[src/rtl/alu_serial_seq_pkg.sv]
// alu_serial_seq_pkg: ALUop codes and sequencer state encoding shared by the serial ALU files.
// Rev 1.0
`default_nettype none
package alu_serial_seq_pkg;

  localparam logic [2:0] ALU_MOV  = 3'b000;
  localparam logic [2:0] ALU_NOT  = 3'b001;
  localparam logic [2:0] ALU_ADD  = 3'b010;
  localparam logic [2:0] ALU_SUB  = 3'b011;
  localparam logic [2:0] ALU_OR   = 3'b100;
  localparam logic [2:0] ALU_AND  = 3'b101;
  localparam logic [2:0] ALU_XOR  = 3'b110;
  localparam logic [2:0] ALU_RSVD = 3'b111;

  typedef enum logic [1:0] {
    S_IDLE = 2'b00,
    S_RUN  = 2'b01,
    S_DONE = 2'b10
  } state_e;

endpackage
`default_nettype wire

[src/rtl/alu_serial_seq_if.sv]
// alu_serial_seq_if: request/result bundle between the multicycle datapath and the serial ALU.
// Rev 1.0
`default_nettype none
interface alu_serial_seq_if #(
  parameter int WIDTH = 16
);
  logic             start;
  logic [2:0]       op;
  logic [WIDTH-1:0] a;
  logic [WIDTH-1:0] b;
  logic             busy;
  logic             done;
  logic [WIDTH-1:0] result;
  logic             carry;
  logic             zero;

  modport master (output start, op, a, b, input busy, done, result, carry, zero);
  modport slave  (input start, op, a, b, output busy, done, result, carry, zero);
endinterface
`default_nettype wire

[src/rtl/alu_serial_seq_slice.sv]
// alu_serial_seq_slice: combinational 1-bit ALU slice; for sub, c_in/c_out form a borrow chain.
// Rev 1.0
`default_nettype none
module alu_serial_seq_slice
  import alu_serial_seq_pkg::*;
(
  input  logic       a_i,
  input  logic       b_i,
  input  logic       c_in_i,
  input  logic [2:0] ALUop_i,
  output logic       result_o,
  output logic       c_out_o
);

  always_comb begin
    result_o = 1'b0;
    c_out_o  = 1'b0;
    case (ALUop_i)
      ALU_MOV: result_o = a_i;
      ALU_NOT: result_o = ~a_i;
      ALU_ADD: begin
        result_o = a_i ^ b_i ^ c_in_i;
        c_out_o  = (a_i & b_i) | (c_in_i & (a_i ^ b_i));
      end
      ALU_SUB: begin
        result_o = a_i ^ b_i ^ c_in_i;
        c_out_o  = (~a_i & b_i) | (c_in_i & ~(a_i ^ b_i));
      end
      ALU_OR:  result_o = a_i | b_i;
      ALU_AND: result_o = a_i & b_i;
      ALU_XOR: result_o = a_i ^ b_i;
      default: begin
        result_o = 1'b0;
        c_out_o  = 1'b0;
      end
    endcase
  end

endmodule
`default_nettype wire

[src/rtl/alu_serial_seq.sv]
// alu_serial_seq: feeds one ALU slice a bit pair per clock (LSB first) to build a WIDTH-bit result.
// Rev 1.0
`default_nettype none
module alu_serial_seq
  import alu_serial_seq_pkg::*;
#(
  parameter int WIDTH = 16
) (
  input  logic             clk,
  input  logic             rst,
  alu_serial_seq_if.slave  bus
);

  localparam int CW = (WIDTH > 1) ? $clog2(WIDTH) : 1;
  localparam logic [CW-1:0] CNT_LAST = CW'(WIDTH - 1);

  state_e           state_q;
  logic [WIDTH-1:0] a_sh_q;
  logic [WIDTH-1:0] b_sh_q;
  logic [WIDTH-1:0] res_sh_q;
  logic [2:0]       op_q;
  logic             carry_reg_q;
  logic [CW-1:0]    cnt_q;
  logic             busy_q;
  logic             done_q;
  logic [WIDTH-1:0] result_q;
  logic             carry_q;
  logic             zero_q;

  logic             slice_res_w;
  logic             slice_cout_w;
  logic [WIDTH-1:0] res_sh_d;

  alu_serial_seq_slice u_slice (
    .a_i      (a_sh_q[0]),
    .b_i      (b_sh_q[0]),
    .c_in_i   (carry_reg_q),
    .ALUop_i  (op_q),
    .result_o (slice_res_w),
    .c_out_o  (slice_cout_w)
  );

  // Result bits enter at the MSB, so after WIDTH shifts bit 0 holds the LSB result.
  assign res_sh_d = {slice_res_w, res_sh_q[WIDTH-1:1]};

  always_ff @(posedge clk) begin
    if (rst) begin
      state_q     <= S_IDLE;
      a_sh_q      <= '0;
      b_sh_q      <= '0;
      res_sh_q    <= '0;
      op_q        <= ALU_MOV;
      carry_reg_q <= 1'b0;
      cnt_q       <= '0;
      busy_q      <= 1'b0;
      done_q      <= 1'b0;
      result_q    <= '0;
      carry_q     <= 1'b0;
      zero_q      <= 1'b0;
    end else begin
      done_q <= 1'b0;
      case (state_q)
        S_IDLE, S_DONE: begin
          if (bus.start) begin
            a_sh_q      <= bus.a;
            b_sh_q      <= bus.b;
            op_q        <= bus.op;
            res_sh_q    <= '0;
            carry_reg_q <= 1'b0;
            cnt_q       <= '0;
            busy_q      <= 1'b1;
            state_q     <= S_RUN;
          end else begin
            state_q <= S_IDLE;
          end
        end
        S_RUN: begin
          res_sh_q    <= res_sh_d;
          carry_reg_q <= slice_cout_w;
          a_sh_q      <= a_sh_q >> 1;
          b_sh_q      <= b_sh_q >> 1;
          cnt_q       <= cnt_q + 1'b1;
          if (cnt_q == CNT_LAST) begin
            state_q <= S_DONE;
            busy_q  <= 1'b0;
            done_q  <= 1'b1;
            if (op_q == ALU_RSVD) begin
              result_q <= '0;
              carry_q  <= 1'b0;
              zero_q   <= 1'b1;
            end else begin
              result_q <= res_sh_d;
              carry_q  <= ((op_q == ALU_ADD) || (op_q == ALU_SUB)) ? slice_cout_w : 1'b0;
              zero_q   <= (res_sh_d == '0);
            end
          end
        end
        default: state_q <= S_IDLE;
      endcase
    end
  end

  assign bus.busy   = busy_q;
  assign bus.done   = done_q;
  assign bus.result = result_q;
  assign bus.carry  = carry_q;
  assign bus.zero   = zero_q;

endmodule
`default_nettype wire

[src/flat_wrapper.sv]
// flat-port wrapper written by rule: the top's interface ports become plain ports
module alu_serial_seq_flat import alu_serial_seq_pkg::*;
#(
  parameter int WIDTH = 16
)
  (clk, rst, bus_start, bus_op, bus_a, bus_b, bus_busy, bus_done, bus_result, bus_carry, bus_zero);
  alu_serial_seq_if #(.WIDTH(WIDTH)) bus_i ();
  input  logic clk;
  input  logic rst;
  input wire logic [$bits(bus_i.start)-1:0] bus_start;
  input wire logic [$bits(bus_i.op)-1:0] bus_op;
  input wire logic [$bits(bus_i.a)-1:0] bus_a;
  input wire logic [$bits(bus_i.b)-1:0] bus_b;
  output wire logic [$bits(bus_i.busy)-1:0] bus_busy;
  output wire logic [$bits(bus_i.done)-1:0] bus_done;
  output wire logic [$bits(bus_i.result)-1:0] bus_result;
  output wire logic [$bits(bus_i.carry)-1:0] bus_carry;
  output wire logic [$bits(bus_i.zero)-1:0] bus_zero;
  assign bus_i.start = bus_start;
  assign bus_i.op = bus_op;
  assign bus_i.a = bus_a;
  assign bus_i.b = bus_b;
  assign bus_busy = bus_i.busy;
  assign bus_done = bus_i.done;
  assign bus_result = bus_i.result;
  assign bus_carry = bus_i.carry;
  assign bus_zero = bus_i.zero;
  alu_serial_seq #(.WIDTH(WIDTH)) u_core (.clk(clk), .rst(rst), .bus(bus_i));
endmodule
[config.mk]
export PLATFORM = sky130hd
export DESIGN_NAME = alu_serial_seq_flat
export DESIGN_NICKNAME = d
export VERILOG_FILES = /design/src/rtl/alu_serial_seq_pkg.sv /design/src/rtl/alu_serial_seq_if.sv /design/src/rtl/alu_serial_seq_slice.sv /design/src/rtl/alu_serial_seq.sv /design/src/flat_wrapper.sv
export SDC_FILE = /design/constraint.sdc
export NUM_CORES = 1
export LEC_CHECK = 0
export CORE_ASPECT_RATIO = 0.9
export CORE_MARGIN = 2
export CORE_UTILIZATION = 25
export CTS_CLUSTER_DIAMETER = 100
export CTS_CLUSTER_SIZE = 8
export DETAILED_ROUTE_END_ITERATION = 10
export GPL_TIMING_DRIVEN = 0
export PLACE_DENSITY_LB_ADDON = 0.12
export SKIP_CTS_REPAIR_TIMING = 1
export SLEW_MARGIN = 10
export SYNTH_ARGS = -nofsm -noshare
export SYNTH_HDL_FRONTEND = slang
export SYNTH_SLANG_ARGS = --single-unit
export TNS_END_PERCENT = 50
[constraint.sdc]
create_clock -name clk -period 1.8 [get_ports clk]
set_input_delay 0.36 -clock clk [delete_from_list [all_inputs] [get_ports clk]]
set_output_delay 0.36 -clock clk [all_outputs]
set_load 0.01 [all_outputs]
# Word-level counts from Yosys, hierarchy flattened

Cells that the tools add are included.

Register bits after elaboration: 78
Latch bits: 0
RAM bits: 0
Memory bits (read-only): 0
Bits of input ports: 38
Output and inout port bits: 20
Word-level logic and storage cells: 72
Memories kept: 0

$add $sub $neg: 1
Multiply operators: 0
Div/mod/pow operators: 0
Order comparisons: 0
Eq/ne operators: 12
Shifts and indexed selects: 0
Muxes and demuxes: 23
Bitwise operators: 12
Reduce and logical (&&, ||, !) cells: 12

Operator list:

| operator            | count |
|---|---|
| $pmux 16 s2         | 3 |
| $mux 16             | 4 |
| $logic_not 16->1    | 1 |
| $eq 3x3->1 const B  | 4 |
| $mux 1              | 8 |
| $pmux 4 s2          | 1 |
| $eq 3x2->1 const B  | 2 |
| $pmux 1 s2          | 3 |
| $pmux 1 s6          | 1 |
| $reduce_and 2->1    | 3 |
| $reduce_or 2->1     | 3 |
| $add 4x1->4 const B | 1 |
| $and 1x1->1         | 4 |
| $eq 4x4->1 const B  | 1 |
| $mux 4              | 1 |
| $pmux 2 s2          | 1 |
| $eq 3x1->1 const B  | 1 |
| $logic_not 3->1     | 1 |
| $not 1->1           | 3 |
| $or 1x1->1          | 3 |
| $reduce_and 3->1    | 1 |
| $eq 2x1->1 const B  | 1 |
| $eq 2x2->1 const B  | 1 |
| $logic_not 2->1     | 1 |
| 6 further kinds     | 7 |

# Longest topological paths before layout

Gate-level depths: netlist of the first run.

Word-level depth: 7
Depth in mapped cells: 6
Depth with buffers taken out: 6

# Modules after synthesis

Synthesis of the first run repeated with hierarchy kept, for this count alone.

Cells, all modules: 325
Area, all modules: 2999.1 sq um

By module, submodules not included:

| module               | instances | cells each | area an instance (sq um) | seq. area each (sq um) |
|---|---|---|---|---|
| alu_serial_seq       | 1         | 306        | 2837.7                   | 1541.5 |
| alu_serial_seq_slice | 1         | 19         | 161.4                    | 0.0 |

# Worst setup path after synthesis of the first run

Ideal clock, no wire load.

Path kind: flip-flop to flip-flop
From: register u_core.a_sh_q[0]
To: register u_core.zero_q, in the netlist u_core.bus.zero
Setup time: 67 ps
Arrival: 1732 ps
Data required time: 1733 ps
Setup slack: 0 ps
Stages on the path, launching flop included: 7
Buffers on the path: 0
Period minus slack after synthesis: 1800 ps
Path through: dfxtp_1 inv_1 fa_1 nand3b_1 and4bb_4 a221o_1 a21oi_2

Cells in the longest elaborated chain, start to end: 5
Elaborated cells between the ends (all ways): 8
Those cells by class: mux (2); bitwise (5); reduce/logical (1)

Ends and longest elaborated chain:

| what                   | RTL line                                                                           | text |
|---|---|---|
| start, declared        | alu_serial_seq.sv:18                                                               | `logic [WIDTH-1:0] a_sh_q;` |
| start signal, assigned | alu_serial_seq.sv:65                                                               | `a_sh_q <= bus.a;` |
| start signal, assigned | alu_serial_seq.sv:80                                                               | `a_sh_q <= a_sh_q >> 1;` |
| $xor 1x1->1            | alu_serial_seq_slice.sv:22, alu_serial_seq_slice.sv:26, alu_serial_seq_slice.sv:31 |  |
| $xor 1x1->1            | alu_serial_seq_slice.sv:22, alu_serial_seq_slice.sv:26                             |  |
| $pmux 1 s6 *           | alu_serial_seq_slice.sv:18                                                         | `case (ALUop_i)` |
| $logic_not 16->1 *     | alu_serial_seq.sv:94                                                               | `zero_q <= (res_sh_d == '0);` |
| $mux 1 *               | alu_serial_seq.sv:87                                                               | `if (op_q == ALU_RSVD) begin` |
| end signal, assigned   | alu_serial_seq.sv:94                                                               |  |
| end, declared          | alu_serial_seq.sv:28                                                               | `logic zero_q;` |

Every way passes the cells marked *; elsewhere a longest branch is shown, timed or not.
A chain may end at the register's enable or synchronous reset.

# Final worst setup path of the first run

Same ends and word-level chain as after synthesis.

==> results of run 1 <==
==> area by class of cell <==
| cell class | count | area, um2 |
|---|---|---|
| inverters | 4 | 15.0 |
| repair buffers | 57 | 568 |
| well taps | 160 | 200 |
| plain buffers | 28 | 120 |
| clock buffers | 10 | 239 |
| fillers | 1270 | 7830 |
| multi-input cells | 247 | 1360 |
| clock inverters | 6 | 62.6 |
| flip-flops and latches | 77 | 1550 |
==> path summary, 6_finish.rpt <==
kind                                startpoint  slack [ns]                                end
max              u_core.a_sh_q[0]$_SDFFE_PP0P_       -0.02       u_core.bus.zero$_SDFFE_PP0P_
min          u_core.bus.result[1]$_SDFFE_PP0P_        0.45  u_core.bus.result[1]$_SDFFE_PP0P_
max reg2reg      u_core.a_sh_q[0]$_SDFFE_PP0P_       -0.02       u_core.bus.zero$_SDFFE_PP0P_
min reg2reg  u_core.bus.result[1]$_SDFFE_PP0P_        0.45  u_core.bus.result[1]$_SDFFE_PP0P_
==> sequential cells by signal, indices dropped and copies added, names as in the netlist, 2 cells and up <==
name	flops
u_core.b_sh_q	16
u_core.a_sh_q	16
u_core.cnt_q	4
u_core.res_sh_q	15
u_core.bus.result	16
u_core.op_q	3
u_core.state_q	2
==> per-stage QoR <==
stage	area, um2	std cells	setup WS, ns	power [mW]	hold slack (ns)
4_1_cts	4080	588	-0.203	4.08	0.455
3_5_place_dp	3780	572	-0.375	2.24	0.447
5_1_grt	4110	589	-0.0856	4.19	0.469
6_report	4110	589	-0.0213	4.01	0.451
2_1_floorplan	3020	356	0.000256	2.06	0.437
3_3_place_gp	3780	572	-0.351	2.23	0.442
==> critical path, stage by stage, from the launching register on <==
cell and delay [ns]:
dfxtp_4 0.40, inv_2 0.06, fa_1 0.54, nand3b_1 0.07, and4bb_4 0.22, a221o_1 0.34
a21oi_2 0.13
==> layer usage <==
metal,up-vias,track usage
met3,10,0.0369
met5,-,0
li1,1380,-
met2,49,0.202
met1,1267,0.178
met4,0,0.0487
==> cells by family after synthesis <==
logic type,count (synthesis),share of synthesized area
adder cells (fa/ha/maj),5,0.0257
AO/OA/AOI/OAI,104,0.206
AND/OR/NAND/NOR,133,0.197
flip-flops,77,0.511
buffers and inverters,32,0.0435
multiplexers,5,0.0170
==> cells in the final DEF, fill, tap and decap left out, types with 2 or more instances in the layout <==
cell             netlist  final
a21oi_1               65     65
a22oi_1               34     34
buf_2                  9      9
clkbuf_1              18     15
clkbuf_16              0      9
clkbuf_2               0      3
clkdlybuf4s50_1        0     56
clkinv_2               0      2
clkinvlp_4             0      3
dfxtp_1               77     75
fa_1                   2      2
ha_1                   3      3
inv_1                  4      3
mux2i_1                4      4
nand2_1               77     77
nand3_1               17     17
nand3b_1               3      3
nand4_1                2      2
nor2_1                18     18
nor2b_1                4      4
nor4_1                 4      4
==> where the power goes <==
part	switching [mW]	internal [mW]	total [mW]	leakage [nW]
logic	0.212	0.172	0.384	0.617
clock network	0.710	1.11	1.82	0.140
registers	0.0459	1.77	1.81	0.628
==> results.cfg, run 1 <==
[run_status]
status = finished, violations left
violations = setup timing

[final_layout]
fin_nets = 467
syn2layout_area_growth_pct = 36.1
n_antenna_cell = 0
final_util = 0.344
drive_above_1_share = 0.0886

[power_and_ir_drop]
peakVddDrop_mv = 0.366
p_leak_nw = 1.39
p_per_area_nw_per_um2 = 977

[routing]
wl_met2_um = 3640
route.detailed.drc = 0
via_per_inst = 4.59
first_iter_violations = 86
top_layer = met4
num_vias = 2706
drt_first_pass_iters = 4
wl_um = 8260
post_drt_wl_per_cell_um = 14.0
dr_wl_met3_um = 343
postRouteAntennaNets = 0
wl_met1_um = 4170

[global_route]
antenna_found_initial = 0
grt_max_degree = 14
grt_pass1_vias = 2566
overflow = 0
grtUsageTotal = 0.132
grt_pass1_wl_um = 13100

[synth]
syn_nets = 399
synth-main-ff-cell = dfxtp_1
synth-async-reset-ratio = 0
syn_area_um2 = 3020
yosysTopAreaCell = dfxtp_1
yosys_warnings = 0
avgSynthCellArea_um2 = 8.48
syn_inst = 356
synth_area_leaders = dfxtp_1, a21oi_1, nand2_1
ys_types = 31
synth-edff-count = 0
synth_seq_cells = 77
yosys-top-cells-count = dfxtp_1, nand2_1, a21oi_1, a22oi_1
seq_area_frac_synth = 0.511
synth_top_area_frac = 0.511

[sta]
fin_worst_skew_ns = 0.00504
setup_tns_ns = -0.0213
finalHoldViolCount = 0
worst_pin_slew_ns = 0.641
finalSetupViolCount = 1
fmax_ghz = 0.549
finalCritPeriodShare = 1.01
fin_ws_ns = -0.0213
slew_viol_final = 0
period_needed_ns = 1.82
maxSlewHeadroom = 0.573
rsz0062_at_grt = true

[cts]
ctsHtreeMaxLevel = 3
cts_tree = built
cts-buffers-inserted = 9
clock_sinks = 77
clk_latency_ns = 0.33
cts-root-buf = clkbuf_16
cts.path.max_buffers = 2
cts.clk_slew.worst_paths_ns = 0.06

[place]
numPortBuffers = 56
gp_congestion = 0.799
dp_hpwl_um = 5950

[critical_path]
r2r_cells = 6
cp.required_ns = 2.06
end_kind = flip-flop
critPathLaunchType = flip-flop
cp_max_fo = 6
worstPathArrival_ns = 2.09
crit_type = flip-flop to flip-flop

[floorplanning]
fp.dieArea_um2 = 13000
die_x_um = 120
std_cell_rows = 38
ios = 58
die_h_um = 108
core_area_um2 = 11900
start_util = 0.253

[hold_path]
hold_class = flip-flop to flip-flop
holdPathStages = 2

[flow_run]
cap_viol_max_count = 0
Note: power is estimated with default switching activity, not from simulation.
==> inputs of run 2 (changes only) <==
--- a/config.mk
+++ b/config.mk
@@ -5,7 +5,6 @@
 export SDC_FILE = /design/constraint.sdc
 export NUM_CORES = 1
 export LEC_CHECK = 0
-export CORE_ASPECT_RATIO = 0.9
 export CORE_MARGIN = 2
 export CORE_UTILIZATION = 25
 export CTS_CLUSTER_DIAMETER = 100
==> run 2 against run 1 <==
Compared with the run above:
- the flow still finishes with violations (setup timing)
- via count is 0.78% lower
- clock skew is 0.00099 ns lower
- register-to-register slack better by 0.02 ns
- wire length is 2.7% lower
- count of clock-buffer cells in the layout is 4 higher
- sequential share of layout area is 0.42 points higher
- die area hardly changed
- hold slack worse by 0.00066 ns
- setup slack better by 0.018 ns
- combinational power is 1% lower
- non-clock buffer count is 1 lower
==> results.cfg, run 2 (synthesized netlist as in run 1, its figures left out) <==
[final_layout]
n_antenna_cell = 0
nFillCells = 1298
fin_cells = 574
regArea_um2 = 1550
drive_above_1_share = 0.0843
multi_input_area_um2 = 1360
final_common_cell = nand2_1
layout_common_cells = nand2_1, dfxtp_1, a21oi_1
syn2layout_area_growth_pct = 34.6
fin_nets = 466

[power_and_ir_drop]
p_per_area_nw_per_um2 = 958
p_leak_nw = 1.38
peakVddDrop_mv = 0.547

[routing]
post_drt_wl_per_cell_um = 14.0
num_vias = 2685
wl_um = 8040
route.detailed.drc = 0
postRouteAntennaNets = 0
drt_first_pass_iters = 4
via_per_inst = 4.68
first_iter_violations = 109

[hold_path]
holdPathEnd = u_core.bus.result[4]$_SDFFE_PP0P_
hold_class = flip-flop to flip-flop
holdPathStages = 2
hp-start = u_core.bus.result[4]$_SDFFE_PP0P_

[sta]
fmax_ghz = 0.555
worst_pin_slew_ns = 0.579
period_needed_ns = 1.80
finalSetupViolCount = 1
fin_worst_skew_ns = 0.00405
timing.hold.ws_ns = 0.450
rsz0062_at_grt = true
setup_tns_ns = -0.00300
finalCritPeriodShare = 1.00
fin_ws_ns = -0.00300
maxSlewHeadroom = 0.614
finalHoldViolCount = 0
slew_viol_final = 0

[cts]
ctsHtreeMaxLevel = 3
cts.clk_slew.worst_paths_ns = 0.05
cts-root-buf = clkbuf_16
cts_tree = built
clock_sinks = 77
clk_latency_ns = 0.33
cts-buffers-inserted = 9
cts.path.max_buffers = 2

[global_route]
grtUsageTotal = 0.130
grt_max_degree = 12
grt_pass1_wl_um = 13100
antenna_found_initial = 0
grt_pass1_vias = 2613
overflow = 0

[critical_path]
worstPathArrival_ns = 2.07
r2r-start = u_core.a_sh_q[0]$_SDFFE_PP0P_
cp_max_fo = 6
cp.required_ns = 2.07
r2r_slack_ns = -0.003
startpoint = u_core.a_sh_q[0]$_SDFFE_PP0P_
r2r_end = u_core.bus.zero$_SDFFE_PP0P_
critPathLaunchType = flip-flop
crit_type = flip-flop to flip-flop
r2r_cells = 6
end_kind = flip-flop

[floorplanning]
ios = 58
die_h_um = 114
core_area_um2 = 11900
std_cell_rows = 40
die_x_um = 114
start_util = 0.253
fp.dieArea_um2 = 13000

[run_status]
violations = setup timing
status = finished, violations left

[place]
dp.cells = 559
gp_congestion = 0.800
numPortBuffers = 56
dp_hpwl_um = 5780

[flow_run]
cap_viol_max_count = 0
-- run 2: cell count changes in the layout (fill, tap and decap cells not counted), sizes merged --
| cell | previous run | this run |
|---|---|---|
| clkbuf | 28 | 32 |
| clkinvlp | 3 | 0 |
| buf | 11 | 10 |
| bufinv | 1 | 0 |
| clkinv | 2 | 1 |
-- run 2: area by class of cell --
class / instances / area share
clock inverters: 1 / 0.00123
multi-input cells: 247 / 0.334
well taps: 147 / 0.0453
inverters: 4 / 0.00370
repair buffers: 56 / 0.138
plain buffers: 28 / 0.0299
clock buffers: 14 / 0.0675
flip-flops and latches: 77 / 0.381
-- run 2: critical path, stage by stage (launching register included) --
cell,delay [ns]
dfxtp_4,0.39
inv_2,0.06
fa_1,0.54
nand3b_1,0.08
and4bb_4,0.22
a221o_1,0.32
a21oi_2,0.12
-- run 2: metal layers --
| metal | wire length (um) | up-vias | track usage |
|---|---|---|---|
| met5 | 0 | - | 0 |
| met4 | 166 | 0 | 0.0561 |
| met1 | 3800 | 1241 | 0.161 |
| met2 | 3700 | 56 | 0.212 |
| met3 | 382 | 13 | 0.0393 |
| li1 | - | 1375 | - |
-- run 2: stage by stage --
step                      worst slack, ns  area, um2   util  power (mW)
after detailed placement           -0.281       3760  0.316        2.23
after global routing              -0.0658       4060  0.341        4.07
after global placement             -0.286       3760  0.316        2.23
after floorplan                  0.000256       3020      -        2.06
final                            -0.00300       4060  0.341        3.89
after CTS                          -0.190       4040  0.339        3.96
-- run 2: worst max path at each step --
stage,to,slack (ns),depth (start not counted)
finish,u_core.bus.zero$_SDFFE_PP0P_,-0.003,6
CTS,u_core.bus.zero$_SDFFE_PP0P_,-0.19,6
floorplan,u_core.bus.zero$_SDFFE_PP0P_,0.0003,6
global route,u_core.bus.zero$_SDFFE_PP0P_,-0.07,6
detailed placement,u_core.b_sh_q[9]$_SDFFE_PP0P_,-0.28,6
global placement,u_core.a_sh_q[0]$_SDFFE_PP0P_,-0.29,6
-- run 2: power breakdown --
group | switching, mW | internal (mW)
Clock | 0.661 | 1.04
Combinational | 0.207 | 0.172
Sequential | 0.0459 | 1.77
==> RTL change 1 (settings of run 1) <==
`WIDTH` is set to 16 in 3 places; all go to 8.
--- a/src/rtl/alu_serial_seq_if.sv
+++ b/src/rtl/alu_serial_seq_if.sv
@@ -2,7 +2,7 @@
 // Rev 1.0
 `default_nettype none
 interface alu_serial_seq_if #(
-  parameter int WIDTH = 16
+  parameter int WIDTH = 8
 );
   logic             start;
   logic [2:0]       op;
--- a/src/rtl/alu_serial_seq.sv
+++ b/src/rtl/alu_serial_seq.sv
@@ -4,7 +4,7 @@
 module alu_serial_seq
   import alu_serial_seq_pkg::*;
 #(
-  parameter int WIDTH = 16
+  parameter int WIDTH = 8
 ) (
   input  logic             clk,
   input  logic             rst,
--- a/src/flat_wrapper.sv
+++ b/src/flat_wrapper.sv
@@ -1,7 +1,7 @@
 // flat-port wrapper written by rule: the top's interface ports become plain ports
 module alu_serial_seq_flat import alu_serial_seq_pkg::*;
 #(
-  parameter int WIDTH = 16
+  parameter int WIDTH = 8
 )
   (clk, rst, bus_start, bus_op, bus_a, bus_b, bus_busy, bus_done, bus_result, bus_carry, bus_zero);
   alu_serial_seq_if #(.WIDTH(WIDTH)) bus_i ();
Interface: changed (resized bus_a, bus_b and bus_result); port bits go from 58 to 34. No check against the original RTL was run, so the function may have changed too.
==> RTL change 1 against run 1 <==
- sequential cell count down 33
- area after synthesis shrank 39%
- synthesized cell count fell by 47%
- cell area is 41% lower
- routed wire length is 48% lower
- largest cell class is now multi-input gates
- largest power group is now sequential cells
- setup slack better by 170 ps
- global-route usage down 1.3 points
- total power down 46%
- critical path depth unchanged
- die area down 38%
==> RTL change 1: results (changes against run 1) <==
| Metric | Value |
|---|---|
| Async SR Flop Fraction | `0% (unchanged)` |
| Global-route wire length before repair | `7445 um (-43%)` |
| Max VDD drop | `0.3747 mV (+2.5%)` |
| Post-Syn Instances | `190 (-47%)` |
| IO buf count | `32 (-43%)` |
| Routed wire per std cell | `13.43 um (-4.3%)` |
| DRT iter0 DRCs | `54 (-37%)` |
| Hold crit path type | `primary input to flip-flop` |
| Xor-xnor portion of the synthesized cell area | `0.4765% (+0.48 points)` |
| R2R depth | `6 (unchanged)` |
| Hold Path End | `u_core.bus.done` |
| CP max FO | `4 (-2)` |
| Share of post-route cells with drive strength above 1 | `9.565% (+0.71 points)` |
| Synth Area in Adders | `4.901% (+2.3 points)` |
| RR Endpoint | `u_core.bus.result[7]` |
| Slew margin rel. | `64.04% (+6.8 points)` |
| Dpl hpwl | `3065 um (-48%)` |
| Clock latency on the worst-skew pair | `300 ps (-30 ps)` |
| Multiplexer area fraction after synthesis | `9.326% (+7.6 points)` |
| Residual antenna-violating net count after detailed routing | `0 (unchanged)` |
| Outcome | `finished, final reports clean` |
| Yosys cell types | `28 (-9.7%)` |
| Register area share after synthesis | `47.92% (-3.2 points)` |
| Placed cell count | `315 (-45%)` |
| Clock slew at reported path FFs | `90 ps (+30 ps)` |
| FF-to-FF Start | `u_core.a_sh_q[0]` |
| Fillers | `753 (-41%)` |
| Wire length after detailed routing | `4337 um (-48%)` |
| Top cells by count, synth | `nor2_1, dfxtp_1, a22oi_1` |
| Tot GR Track Use | `11.86% (-1.3 points)` |
| Synth Warn # | `0 (unchanged)` |
| Largest net degree at the start of global routing | `14 (unchanged)` |
| Worst hold start | `rst` |
| Pleak | `0.0009052 uW (-35%)` |
| Vias per cell | `4.570 (-0.53%)` |
| Post-Syn Nets | `218 (-45%)` |
| CP arrival | `1860 ps (-230 ps)` |
| Synth Area in Compound Gates | `17.63% (-3.0 points)` |
| Root buf cell | `clkbuf_8` |
| Max-cap viol count | `0 (unchanged)` |
| Htree depth | `2 (-1)` |
| Placer congestion estimate | `0.6701 (-16%)` |
| Top cells by area, synth | `dfxtp_1, nor2_1, mux2i_1` |
| CTS Buf Count | `5 (-4)` |
| Vias in the first global route | `1487 (-42%)` |
| R2R Setup Slk | `150 ps (+170 ps)` |
| Final setup skew | `5.022 ps (-0.01710 ps)` |
| Net count, final | `257 (-45%)` |
| Ant diodes | `0 (unchanged)` |
[RTL change 1: cell types whose count changed in the layout (fill, tap and decap cells not counted), sizes merged, moves of 16 or more]
cell,run 1,this run
nand2,77,0
a21oi,66,3
dfxtp,77,44
nor2,19,47
clkdlybuf4s50,56,32
nand3,18,1
a22oi,34,18
[RTL change 1: metal layers]
metal / GRT usage [%] / vias to the layer above / share of wire, %
met3: 3.375 / 7 / 5.0
li1: - / 757 / -
met5: 0 / - / 0
met1: 16.71 / 681 / 52
met4: 4.743 / 0 / 1.6
met2: 17.01 / 31 / 41
[RTL change 1: final cells by class]
type                       count  area share [%]
multi-input combinational    128           36.85
sequential                    44           36.49
timing repair buffer          32           13.25
tap                           93           4.814
clock buffer                   7           3.986
buffer                        15           2.899
clock inverter                 1           1.242
inverter                       3          0.4658
[RTL change 1: worst max-delay path: stages, from the launching register on]
cell and delay (ps):
dfxtp_2 380, inv_1 100, ha_1 290, nor2b_1 50
o311ai_2 270, o311ai_2 200, a311oi_1 280
[RTL change 1: worst max-delay path by stage]
stage	from	to	slack, ps	cells past startpoint
3_5_place_dp	bus_start	u_core.b_sh_q[0]	-50	7
4_1_cts	u_core.a_sh_q[0]	u_core.carry_reg_q	-10	6
6_report	u_core.a_sh_q[0]	u_core.bus.result[7]	150	6
3_3_place_gp	bus_start	u_core.op_q[1]	-60	6
5_1_grt	u_core.cnt_q[0]	u_core.bus.result[5]	30	6
2_1_floorplan	u_core.a_sh_q[0]	u_core.carry_reg_q	180	6
[RTL change 1: kinds of logic after synthesis]
group,after synthesis
and+or+nand+nor,63
DFF,44
AOI/OAI and AO/OA,41
buffers and inverters,18
muxes,17
adders and majority gates,6
xor gates and xnor gates,1
[RTL change 1: power breakdown]
group	switching, uW	total [uW]	internal (uW)
logic	142	275	132
clock network	350	841	490
registers	34.6	1060	1020
[RTL change 1: metrics by stage]
stage                     instance area, um^2  setup WS [ps]  hold WS [ps]  power [uW]  setup TNS (ps)
after floorplan                          1838          184.8         465.4        1246               0
after global placement                   2275         -57.90         465.8        1352          -469.6
after detailed placement                 2275         -52.25         482.7        1352          -510.6
after CTS                                2401         -12.64         454.6        2198          -12.64
after global routing                     2417          26.07         501.9        2277               0
final                                    2417          145.7         472.4        2171               0
==> RTL change 2 (config.mk and constraints of run 1) <==
Without the edit above. Reset style: asynchronous (`rst`), changed in one clocked block.
--- a/src/rtl/alu_serial_seq.sv
+++ b/src/rtl/alu_serial_seq.sv
@@ -43,7 +43,7 @@
   // Result bits enter at the MSB, so after WIDTH shifts bit 0 holds the LSB result.
   assign res_sh_d = {slice_res_w, res_sh_q[WIDTH-1:1]};
 
-  always_ff @(posedge clk) begin
+  always_ff @(posedge clk or posedge rst) begin
     if (rst) begin
       state_q     <= S_IDLE;
       a_sh_q      <= '0;
Function: differs if rst is asserted again (counterexample within 4 cycles, from zero or initial values and one cycle with rst high); with rst held inactive, the same outputs for 10 cycles.
==> RTL change 2 against run 1 <==
- cell area grew 5.4%
- area after synthesis grew 6.0%
- setup slack gained 120 ps
- routed wire length shrank 10%
- sequential share of layout area increased by 6.9 points
- hold slack improved by 0.88 ps
- sequential cell count is the same
- critical endpoint is now u_core.bus.result[15]
- largest cell class unchanged
- highest routed layer unchanged
Power is not compared: it rests on default switching activity, and its combinational part moved more than twofold at a synthesized area within 25%.
==> RTL change 2: results (changes against run 1) <==
| Metric | Value |
|---|---|
| Outcome | `finished, final reports clean` |
| IO buf count | `57 (+1.8%)` |
| CP arrival | `1950 ps (-140 ps)` |
| Fillers | `1297 (+2.1%)` |
| CP max FO | `4 (-2)` |
| Global-route wire length before repair | `12300 um (-6.5%)` |
| Tot GR Track Use | `11.70% (-1.5 points)` |
| RR Endpoint | `u_core.bus.result[15]` |
| Crit-path max cell delay | `340 ps (-200 ps)` |
| Top cells by count, synth | `dfrtp_1, nand2_1, a22o_1` |
| Yosys cell types | `36 (+16%)` |
| Yosys top cell by area | `dfrtp_1` |
| Clock Path Buffers | `2 (unchanged)` |
| Async SR Flop Fraction | `100.0% (+100 points)` |
| Net count, final | `391 (-16%)` |
| Dpl hpwl | `5218 um (-12%)` |
| Largest net degree at the start of global routing | `31 (+17)` |
| DP Worst Slack | `-159.0 ps (+216.2 ps)` |
| Post-Syn Nets | `319 (-20%)` |
| Post-Syn Instances | `276 (-22%)` |
| CP startpoint | `u_core.b_sh_q[0]` |
| Register area share after synthesis | `60.25% (+9.2 points)` |
| Share of post-route cells with drive strength above 1 | `11.08% (+2.2 points)` |
| Routed wire per std cell | `14.37 um (+2.4%)` |
| Placer congestion estimate | `0.7561 (-5.4%)` |
| DRT iter0 DRCs | `114 (+33%)` |
| Slowest cell on the critical path | `dfrtp_1` |
| Most used DFF post-synth | `dfrtp_1` |
| Hold crit path type | `primary input to async pin` |
| Top cells by area, synth | `dfrtp_1, a22o_1, nand2_1` |
| Clock slew at reported path FFs | `roughly 50 ps` |
RTL change 2: cell types whose count changed in the layout (fill, tap and decap cells not counted), sizes merged, moves of 3 or more:
cell	change
o21ai	+7
a21oi	-65
nor2	-15
dfrtp	+77
nand3	-17
a22oi	-6
buf	+5
a22o	+32
mux2i	-3
nand2	-15
clkbuf	-6
dfxtp	-77
RTL change 2: cells by family after synthesis:
family | count (synthesis) | share of synthesized area (%)
and+or+nand+nor | 87 | 13.03
DFF | 77 | 60.25
AOI/OAI and AO/OA | 76 | 18.78
buffers and inverters | 26 | 3.873
adders and majority gates | 5 | 2.426
muxes | 4 | 1.369
xor gates and xnor gates | 1 | 0.2739
RTL change 2: through the flow:
step                cells  setup TNS, ps  utilization, %  hold slack [ps]
global route          516         -5.783           34.38            500.9
floorplan             276              0               -            446.7
global placement      497         -35600           31.59            461.7
finish                516              0           34.38            451.4
detailed placement    499          -2498           31.91            462.7
CTS                   514         -8.032           34.25            473.3
RTL change 2: layout make-up:
| class | instances | area, um^2 | share of cell area [%] |
|---|---|---|---|
| clock buffers | 14 | 264.0 | 6.100 |
| inverters | 6 | 26.28 | 0.6071 |
| plain buffers | 20 | 101.3 | 2.342 |
| repair buffers | 61 | 625.6 | 14.46 |
| multi-input cells | 173 | 1147 | 26.51 |
| clock inverters | 1 | 30.03 | 0.6938 |
| well taps | 164 | 205.2 | 4.741 |
| flip-flops and latches | 77 | 1928 | 44.55 |
RTL change 2: power breakdown:
part	total, uW	switching [uW]	internal [uW]
Sequential	2960	526	2440
Clock	1790	644	1140
Combinational	2240	1070	1170
Total	6990	2240	4750
RTL change 2: worst max path at each step:
stage	slack, ps	depth (start not counted)	end
floorplan	130	6	u_core.bus.result[15]
global placement	-440	2	u_core.a_sh_q[5]
detailed placement	-160	6	u_core.b_sh_q[13]
CTS	-8	6	u_core.bus.result[15]
global route	-6	6	u_core.bus.result[15]
finish	90	6	u_core.bus.result[15]
RTL change 2: worst reg2reg max path: stages, from the launching register on:
cell	delay (ps)
dfrtp_1	340
inv_1	110
ha_1	340
nor2b_4	40
o311a_1	330
or2_0	280
o31ai_2	180
RTL change 2: metal layers:
metal / wire (um) / global-route usage, %
met5: 0 / 0
met4: 116 / 4.091
met3: 403 / 3.909
met2: 3158 / 16.52
met1: 3736 / 16.64
